**src/rtl/vram_pkg.sv**
```systemverilog
// Shared types and constants for the VRAM arbiter: access-owner tags, FSM states, default widths
// and the fixed scanout fetch latency.
package vram_pkg;
  localparam int AW_DEF   = 16;
  localparam int DW_DEF   = 8;
  localparam int DISP_LAT = 3;

  typedef enum logic [1:0] {
    TAG_NONE = 2'd0,
    TAG_DISP = 2'd1,
    TAG_HOST = 2'd2
  } tag_e;

  typedef enum logic [1:0] {
    ST_IDLE = 2'd0,
    ST_DISP = 2'd1,
    ST_HOST = 2'd2
  } state_e;
endpackage

```
**src/rtl/vram_post_fifo.sv**
```systemverilog
// Two-entry host write-posting FIFO holding {addr, wdata}; used only when VRAM_HOST_POST_EN is defined.
module vram_post_fifo #(
  parameter int AW = 16,
  parameter int DW = 8
) (
  input  logic          clk,
  input  logic          rst_n,
  input  logic          push,
  input  logic [AW-1:0] push_addr,
  input  logic [DW-1:0] push_wdata,
  input  logic          pop,
  output logic [AW-1:0] head_addr,
  output logic [DW-1:0] head_wdata,
  output logic          full,
  output logic          empty
);
  logic [AW+DW-1:0] mem_q [2];
  logic [AW+DW-1:0] mem_d [2];
  logic             wr_ptr_q, wr_ptr_d;
  logic             rd_ptr_q, rd_ptr_d;
  logic [1:0]       count_q, count_d;
  logic             do_push, do_pop;

  assign full    = (count_q == 2'd2);
  assign empty   = (count_q == 2'd0);
  assign do_push = push && !full;
  assign do_pop  = pop && !empty;
  assign {head_addr, head_wdata} = mem_q[rd_ptr_q];

  always_comb begin
    mem_d    = mem_q;
    wr_ptr_d = wr_ptr_q;
    rd_ptr_d = rd_ptr_q;
    if (do_push) begin
      mem_d[wr_ptr_q] = {push_addr, push_wdata};
      wr_ptr_d        = ~wr_ptr_q;
    end
    if (do_pop) rd_ptr_d = ~rd_ptr_q;
    count_d = count_q + 2'(do_push) - 2'(do_pop);
  end

  always_ff @(posedge clk or negedge rst_n) begin
    if (!rst_n) begin
      mem_q[0] <= '0;
      mem_q[1] <= '0;
      wr_ptr_q <= 1'b0;
      rd_ptr_q <= 1'b0;
      count_q  <= 2'd0;
    end else begin
      mem_q    <= mem_d;
      wr_ptr_q <= wr_ptr_d;
      rd_ptr_q <= rd_ptr_d;
      count_q  <= count_d;
    end
  end
endmodule

```
**src/rtl/vram_arbiter.sv**
```systemverilog
// Single-port VRAM arbiter: scanout fetch has absolute priority, the host gets the remaining slots.
// Define VRAM_HOST_POST_EN to add a 2-entry host write-posting FIFO.
module vram_arbiter #(
  parameter int AW       = vram_pkg::AW_DEF,
  parameter int DW       = vram_pkg::DW_DEF,
  parameter int DISP_LAT = vram_pkg::DISP_LAT
) (
  input  logic          clk,
  input  logic          rst_n,
  input  logic          disp_req,
  input  logic [AW-1:0] disp_addr,
  output logic [DW-1:0] disp_data,
  output logic          disp_valid,
  input  logic          host_req,
  input  logic          host_we,
  input  logic [AW-1:0] host_addr,
  input  logic [DW-1:0] host_wdata,
  output logic          host_gnt,
  output logic [DW-1:0] host_rdata,
  output logic          host_rvalid,
  output logic [AW-1:0] mem_addr,
  output logic          mem_we,
  output logic [DW-1:0] mem_wdata,
  input  logic [DW-1:0] mem_rdata,
  output logic          disp_overrun,
  output logic [1:0]    dbg_state
);
  import vram_pkg::*;

  localparam int TAGS = DISP_LAT - 1;

  state_e        state_q, state_d;
  logic          disp_pend_q, disp_pend_d;
  logic [AW-1:0] disp_addr_q, disp_addr_d;
  logic          overrun_q, overrun_d;
  logic [AW-1:0] mem_addr_q, mem_addr_d;
  logic          mem_we_q, mem_we_d;
  logic [DW-1:0] mem_wdata_q, mem_wdata_d;
  tag_e          tag_q [TAGS];
  tag_e          tag_d [TAGS];
  logic [DW-1:0] disp_data_q, disp_data_d;
  logic          disp_valid_q, disp_valid_d;
  logic [DW-1:0] host_rdata_q, host_rdata_d;
  logic          host_rvalid_q, host_rvalid_d;
  logic          host_gnt_q, host_gnt_d;

  // Host access source for the next HOST slot: the port itself or the posting FIFO head.
  logic          host_pend;
  logic          host_src_we;
  logic          host_src_is_fifo;
  logic [AW-1:0] host_src_addr;
  logic [DW-1:0] host_src_wdata;

`ifdef VRAM_HOST_POST_EN
  logic          fifo_push, fifo_pop, fifo_full, fifo_empty;
  logic [AW-1:0] fifo_addr;
  logic [DW-1:0] fifo_wdata;

  assign fifo_push = rst_n && host_req && host_we && !fifo_full;
  assign fifo_pop  = (state_d == ST_HOST) && !fifo_empty;

  vram_post_fifo #(.AW(AW), .DW(DW)) u_post_fifo (
    .clk        (clk),
    .rst_n      (rst_n),
    .push       (fifo_push),
    .push_addr  (host_addr),
    .push_wdata (host_wdata),
    .pop        (fifo_pop),
    .head_addr  (fifo_addr),
    .head_wdata (fifo_wdata),
    .full       (fifo_full),
    .empty      (fifo_empty)
  );

  // Reads wait for the FIFO to drain so they observe every earlier posted write.
  assign host_pend        = !fifo_empty || (host_req && !host_we);
  assign host_src_is_fifo = !fifo_empty;
  assign host_src_we      = !fifo_empty;
  assign host_src_addr    = fifo_empty ? host_addr : fifo_addr;
  assign host_src_wdata   = fifo_wdata;
  assign host_gnt         = host_gnt_q || fifo_push;
`else
  assign host_pend        = host_req;
  assign host_src_is_fifo = 1'b0;
  assign host_src_we      = host_we;
  assign host_src_addr    = host_addr;
  assign host_src_wdata   = host_wdata;
  assign host_gnt         = host_gnt_q;
`endif

  // A display issue is never followed directly by another one, so the second of two
  // back-to-back strobes waits a slot and a third strobe in a row is an overrun.
  always_comb begin
    state_d = ST_IDLE;
    if (disp_pend_q && state_q != ST_DISP)
      state_d = ST_DISP;
    else if (host_pend && !disp_req && state_q != ST_HOST)
      state_d = ST_HOST;

    disp_pend_d = (disp_pend_q && state_d != ST_DISP) || disp_req;
    disp_addr_d = disp_req ? disp_addr : disp_addr_q;
    overrun_d   = overrun_q || (disp_req && disp_pend_q && state_d != ST_DISP);
    host_gnt_d  = (state_d == ST_HOST) && !host_src_is_fifo;

    mem_addr_d  = mem_addr_q;
    mem_we_d    = 1'b0;
    mem_wdata_d = mem_wdata_q;
    tag_d[0]    = TAG_NONE;
    for (int i = 1; i < TAGS; i++) tag_d[i] = tag_q[i-1];
    case (state_d)
      ST_DISP: begin
        mem_addr_d = disp_addr_q;
        tag_d[0]   = TAG_DISP;
      end
      ST_HOST: begin
        mem_addr_d = host_src_addr;
        mem_we_d   = host_src_we;
        if (host_src_we) mem_wdata_d = host_src_wdata;
        else             tag_d[0]    = TAG_HOST;
      end
      default: ;
    endcase

    disp_valid_d  = (tag_q[TAGS-1] == TAG_DISP);
    disp_data_d   = disp_valid_d ? mem_rdata : disp_data_q;
    host_rvalid_d = (tag_q[TAGS-1] == TAG_HOST);
    host_rdata_d  = host_rvalid_d ? mem_rdata : host_rdata_q;
  end

  always_ff @(posedge clk or negedge rst_n) begin
    if (!rst_n) begin
      state_q       <= ST_IDLE;
      disp_pend_q   <= 1'b0;
      disp_addr_q   <= '0;
      overrun_q     <= 1'b0;
      mem_addr_q    <= '0;
      mem_we_q      <= 1'b0;
      mem_wdata_q   <= '0;
      for (int i = 0; i < TAGS; i++) tag_q[i] <= TAG_NONE;
      disp_data_q   <= '0;
      disp_valid_q  <= 1'b0;
      host_rdata_q  <= '0;
      host_rvalid_q <= 1'b0;
      host_gnt_q    <= 1'b0;
    end else begin
      state_q       <= state_d;
      disp_pend_q   <= disp_pend_d;
      disp_addr_q   <= disp_addr_d;
      overrun_q     <= overrun_d;
      mem_addr_q    <= mem_addr_d;
      mem_we_q      <= mem_we_d;
      mem_wdata_q   <= mem_wdata_d;
      tag_q         <= tag_d;
      disp_data_q   <= disp_data_d;
      disp_valid_q  <= disp_valid_d;
      host_rdata_q  <= host_rdata_d;
      host_rvalid_q <= host_rvalid_d;
      host_gnt_q    <= host_gnt_d;
    end
  end

  assign disp_data    = disp_data_q;
  assign disp_valid   = disp_valid_q;
  assign host_rdata   = host_rdata_q;
  assign host_rvalid  = host_rvalid_q;
  assign mem_addr     = mem_addr_q;
  assign mem_we       = mem_we_q;
  assign mem_wdata    = mem_wdata_q;
  assign disp_overrun = overrun_q;
  assign dbg_state    = state_q;
endmodule
```
**config.mk**
```make
export PLATFORM = sky130hd
export DESIGN_NAME = vram_arbiter
export DESIGN_NICKNAME = d
export VERILOG_FILES = /design/src/rtl/vram_pkg.sv /design/src/rtl/vram_post_fifo.sv /design/src/rtl/vram_arbiter.sv
export SDC_FILE = /design/constraint.sdc
export NUM_CORES = 1
export LEC_CHECK = 0
export CAP_MARGIN = 20
export CORE_MARGIN = 3
export CORE_UTILIZATION = 30
export DETAILED_ROUTE_END_ITERATION = 10
export PLACE_DENSITY = 0.58
export SLEW_MARGIN = 0
export SYNTH_ARGS = -nofsm -noshare
export SYNTH_HDL_FRONTEND = slang
export SYNTH_HIERARCHICAL = 1
export SYNTH_SLANG_ARGS = --single-unit
```
**constraint.sdc**
```tcl
create_clock -name clk -period 3.7 [get_ports clk]
set_clock_uncertainty 0.2 [all_clocks]
set_input_delay 0.555 -clock clk [delete_from_list [all_inputs] [get_ports clk]]
set_output_delay 0.555 -clock clk [all_outputs]
set_load 0.03 [all_outputs]
```
==> impl_table.tex <==
\begin{tabular}{lr}
\hline
Metric & Value \\
\hline
\multicolumn{2}{l}{\textbf{Global routing}} \\
Met2 track utilization from global routing & 20.02\% \\
Total routing resource utilization after global routing & 12.77\% \\
Number of antenna violations at the first check in global routing & 0 \\
Fraction of met3 tracks used by global routing & 5.025\% \\
Via count of the first global-routing pass & 1,867 \\
Overall overflow remaining after global route & 0 \\
Global-route wire length before repair & 9.528 mm \\
GR met1 Demand/Resource & 16.29\% \\
Busiest metal layer after global routing & met2 \\
Largest net degree at the start of global routing & 33 \\
\multicolumn{2}{l}{\textbf{Pwr}} \\
Max rail drop VDD & 210.9 uV \\
Reported leakage power & 0.001654 uW \\
Power per cell area & 678.4 mW/mm\^{}2 \\
PnR Total Power & 2605 uW \\
\multicolumn{2}{l}{\textbf{Timing}} \\
RSZ-0062 raised after global routing & false \\
\# setup viols final & 0 \\
Worst Hold Margin & 0.1412 ns \\
Final number of hold-violating endpoints & 0 \\
Crit share post-route & 60.99\% \\
Relative slew slack & 48.11\% \\
Achievable frequency & 443.1 MHz \\
Final Max Tran Viols & 0 \\
Transition at the pin with the smallest max-transition slack & 0.7768 ns \\
Final setup TNS & 0 ns \\
Min Clock Period, post-route & 2.257 ns \\
\multicolumn{2}{l}{\textbf{Route}} \\
Vias/cell & 4.664 \\
DRC violation count after routing & 0 \\
DR vias & 1,763 \\
Antenna viol nets, final & 0 \\
Average wire length per cell after detail routing & 15.83 um \\
Number of detailed-routing iterations run before antenna repair & 4 \\
Initial DRC Count & 30 \\
DRT Wirelength & 5.985 mm \\
\multicolumn{2}{l}{\textbf{Clock network}} \\
Number of resized instances in the post-cts repair step & 0 \\
CTS tree & built \\
CTS clock-pin slew for the worst setup and hold paths & 0.07 ns \\
H-tree depth & 3 \\
Clk sinks & 66 \\
Number of buffers created by CTS & 9 \\
Clk\_lat worst skew & 0.34 ns \\
Root Buffer Master & sky130\_fd\_sc\_hd\_\_clkbuf\_8 \\
Maximum clock insertion buffer count & 2 \\
\multicolumn{2}{l}{\textbf{Run status}} \\
Outcome & complete, no violations \\
\multicolumn{2}{l}{\textbf{Yosys}} \\
Share of synthesized area occupied by flip-flops and latches & 64.05\% \\
Yosys reg bits & 66 \\
Ranking of synthesized cells by area & sky130\_fd\_sc\_hd\_\_dfrtp\_1, sky130\_fd\_sc\_hd\_\_mux2\_2, sky130\_fd\_sc\_hd\_\_a221o\_1 \\
Syn\_nets & 221 \\
Post-Syn Instances & 168 \\
Number of warnings issued by yosys & 6 \\
Cell type with the highest aggregate area in the netlist & sky130\_fd\_sc\_hd\_\_dfrtp\_1 \\
Top-area cell type share of the netlist area & 64.05\% \\
Number of different library cells in the post-synthesis netlist & 19 \\
Mean Syn Cell Area & 15.35 um\^{}2 \\
Cell area after synthesis & 0.002579 mm\^{}2 \\
\multicolumn{2}{l}{\textbf{Critical path}} \\
Maximum single-stage delay on the critical path & 0.48 ns \\
Critical Path, Cell by Cell & nand2b\_1 > o21ai\_2 > and3\_1 > mux2\_2 \\
Worst endpoint data arrival time & 2.27 ns \\
Maximum fanout count along the critical path & 19 \\
Worst EP required & 3.71 ns \\
Critical Setup Path Class & flop to flop \\
Sort of element at the end of the critical path & flop \\
Family of cells with the greatest summed delay on the critical path & simple AND/OR/NAND/NOR gates \\
Number of buffer and inverter instances along the worst setup path & 0 \\
Nature of the critical path startpoint & flop \\
Worst-path cell with the longest stage delay & sky130\_fd\_sc\_hd\_\_nand2b\_1 \\
\multicolumn{2}{l}{\textbf{Layout}} \\
Leading cell type in the layout, fill and taps excluded & sky130\_fd\_sc\_hd\_\_clkdlybuf4s50\_1 \\
Post-layout instance count excluding filler cells & 378 \\
Fraction of layout cells with a size suffix above 1 & 22.71\% \\
Number of fill cells in the layout & 792 \\
Final layout net count & 321 \\
Commonest cells after routing, fill and taps aside & sky130\_fd\_sc\_hd\_\_clkdlybuf4s50\_1, sky130\_fd\_sc\_hd\_\_dfrtp\_1, sky130\_fd\_sc\_hd\_\_mux2\_2 \\
Layout-stage area growth over the synthesis result & 48.91\% \\
Antenna diode count & 0 \\
\multicolumn{2}{l}{\textbf{Floorplanning}} \\
Number of I/O pins & 100 \\
Die footprint & 0.009745 mm\^{}2 \\
Number of cell rows & 33 \\
Core area & 0.008299 mm\^{}2 \\
Floorplan die height & 98.72 um \\
Initial cell density of the core & 31.07\% \\
X dimension of the die & 98.72 um \\
\multicolumn{2}{l}{\textbf{Run}} \\
Max capacitance violation total & 0 \\
\multicolumn{2}{l}{\textbf{Placement}} \\
Number of buffers added on ports & 99 \\
Placer's final routability congestion estimate & 0.6920 \\
Dpl hpwl & 4.221 mm \\
Number of instances in the placed design & 361 \\
\multicolumn{2}{l}{\textbf{Worst hold path}} \\
Path category of the worst min-delay check & flop to flop \\
\hline
\end{tabular}
state kept, by name, indices dropped and copies added, names as in the netlist:
signal        cells
tag_q             2
disp_pend_q       1
host_rvalid       1
disp_addr_q      16
mem_wdata         8
disp_data         8
host_rdata        8
mem_we            1
mem_addr         16
disp_valid        1
tag_d             2
disp_overrun      1
host_gnt          1
Yosys cell counts (all sizes together):
cell type	count
dfrtp	66
a221o	16
mux2	40
buf	8
inv	1
and2	2
a31o	1
o21ai	1
nand2b	2
and2b	2
o22ai	1
clkbuf	6
nor2b	4
and3	17
a21o	1
final cells by class:
cell class	instances	area, um^2	share of cell area [%]
sequential	66	1652	43.01
timing repair buffer	103	1031	26.85
multi-input combinational	87	824.5	21.47
clock buffer	14	162.7	4.236
tap	105	131.4	3.421
clock inverter	2	35.03	0.9123
inverter	1	3.754	0.09775
per-stage QoR:
stage	utilization (%)	cell area (um^2)	worst slack, ns
global placement	43.52	3612	1.241
CTS	46.27	3840	1.387
detailed placement	43.77	3632	1.226
global route	46.27	3840	1.272
floorplan	-	2579	1.829
finish	46.27	3840	1.443
power breakdown:
group / switching, uW / internal [uW] / total [uW]
Combinational: 517 / 476 / 993
Clock: 256 / 348 / 604
Sequential: 105 / 904 / 1010
path summary, 6_finish.rpt:
check | start | to | slack (ns) | cells after the start
min | tag_d[1] | tag_q[1] | 0.14 | 0
min in group asynchronous | rst_n | mem_wdata[0] | 0.51 | 2
max reg2reg | host_gnt | mem_wdata[7] | 1.44 | 4
min reg2reg | tag_d[1] | tag_q[1] | 0.14 | 0
max in group asynchronous | rst_n | host_rdata[1] | 1.97 | 4
max | host_gnt | mem_wdata[7] | 1.44 | 4
kinds of logic after synthesis:
group / synth area share (%)
flops: 64.05
compound gates: 7.666
mux: 17.47
simple gates: 6.841
buf+inv: 3.978
per-layer routing:
| layer | vias to the layer above | routed length (um) |
|---|---|---|
| met4 | 0 | 21 |
| met3 | 2 | 352 |
| met5 | - | 0 |
| met1 | 878 | 2724 |
| li1 | 812 | - |
| met2 | 71 | 2886 |
repair_timing:
action / 4_1_cts / 5_1_grt
buffers inserted: 0 / 0
hold buffers: 1 / 0
endpoints found under the hold margin: 19 / 0
No activity file was read; power rests on OpenSTA's default activity.
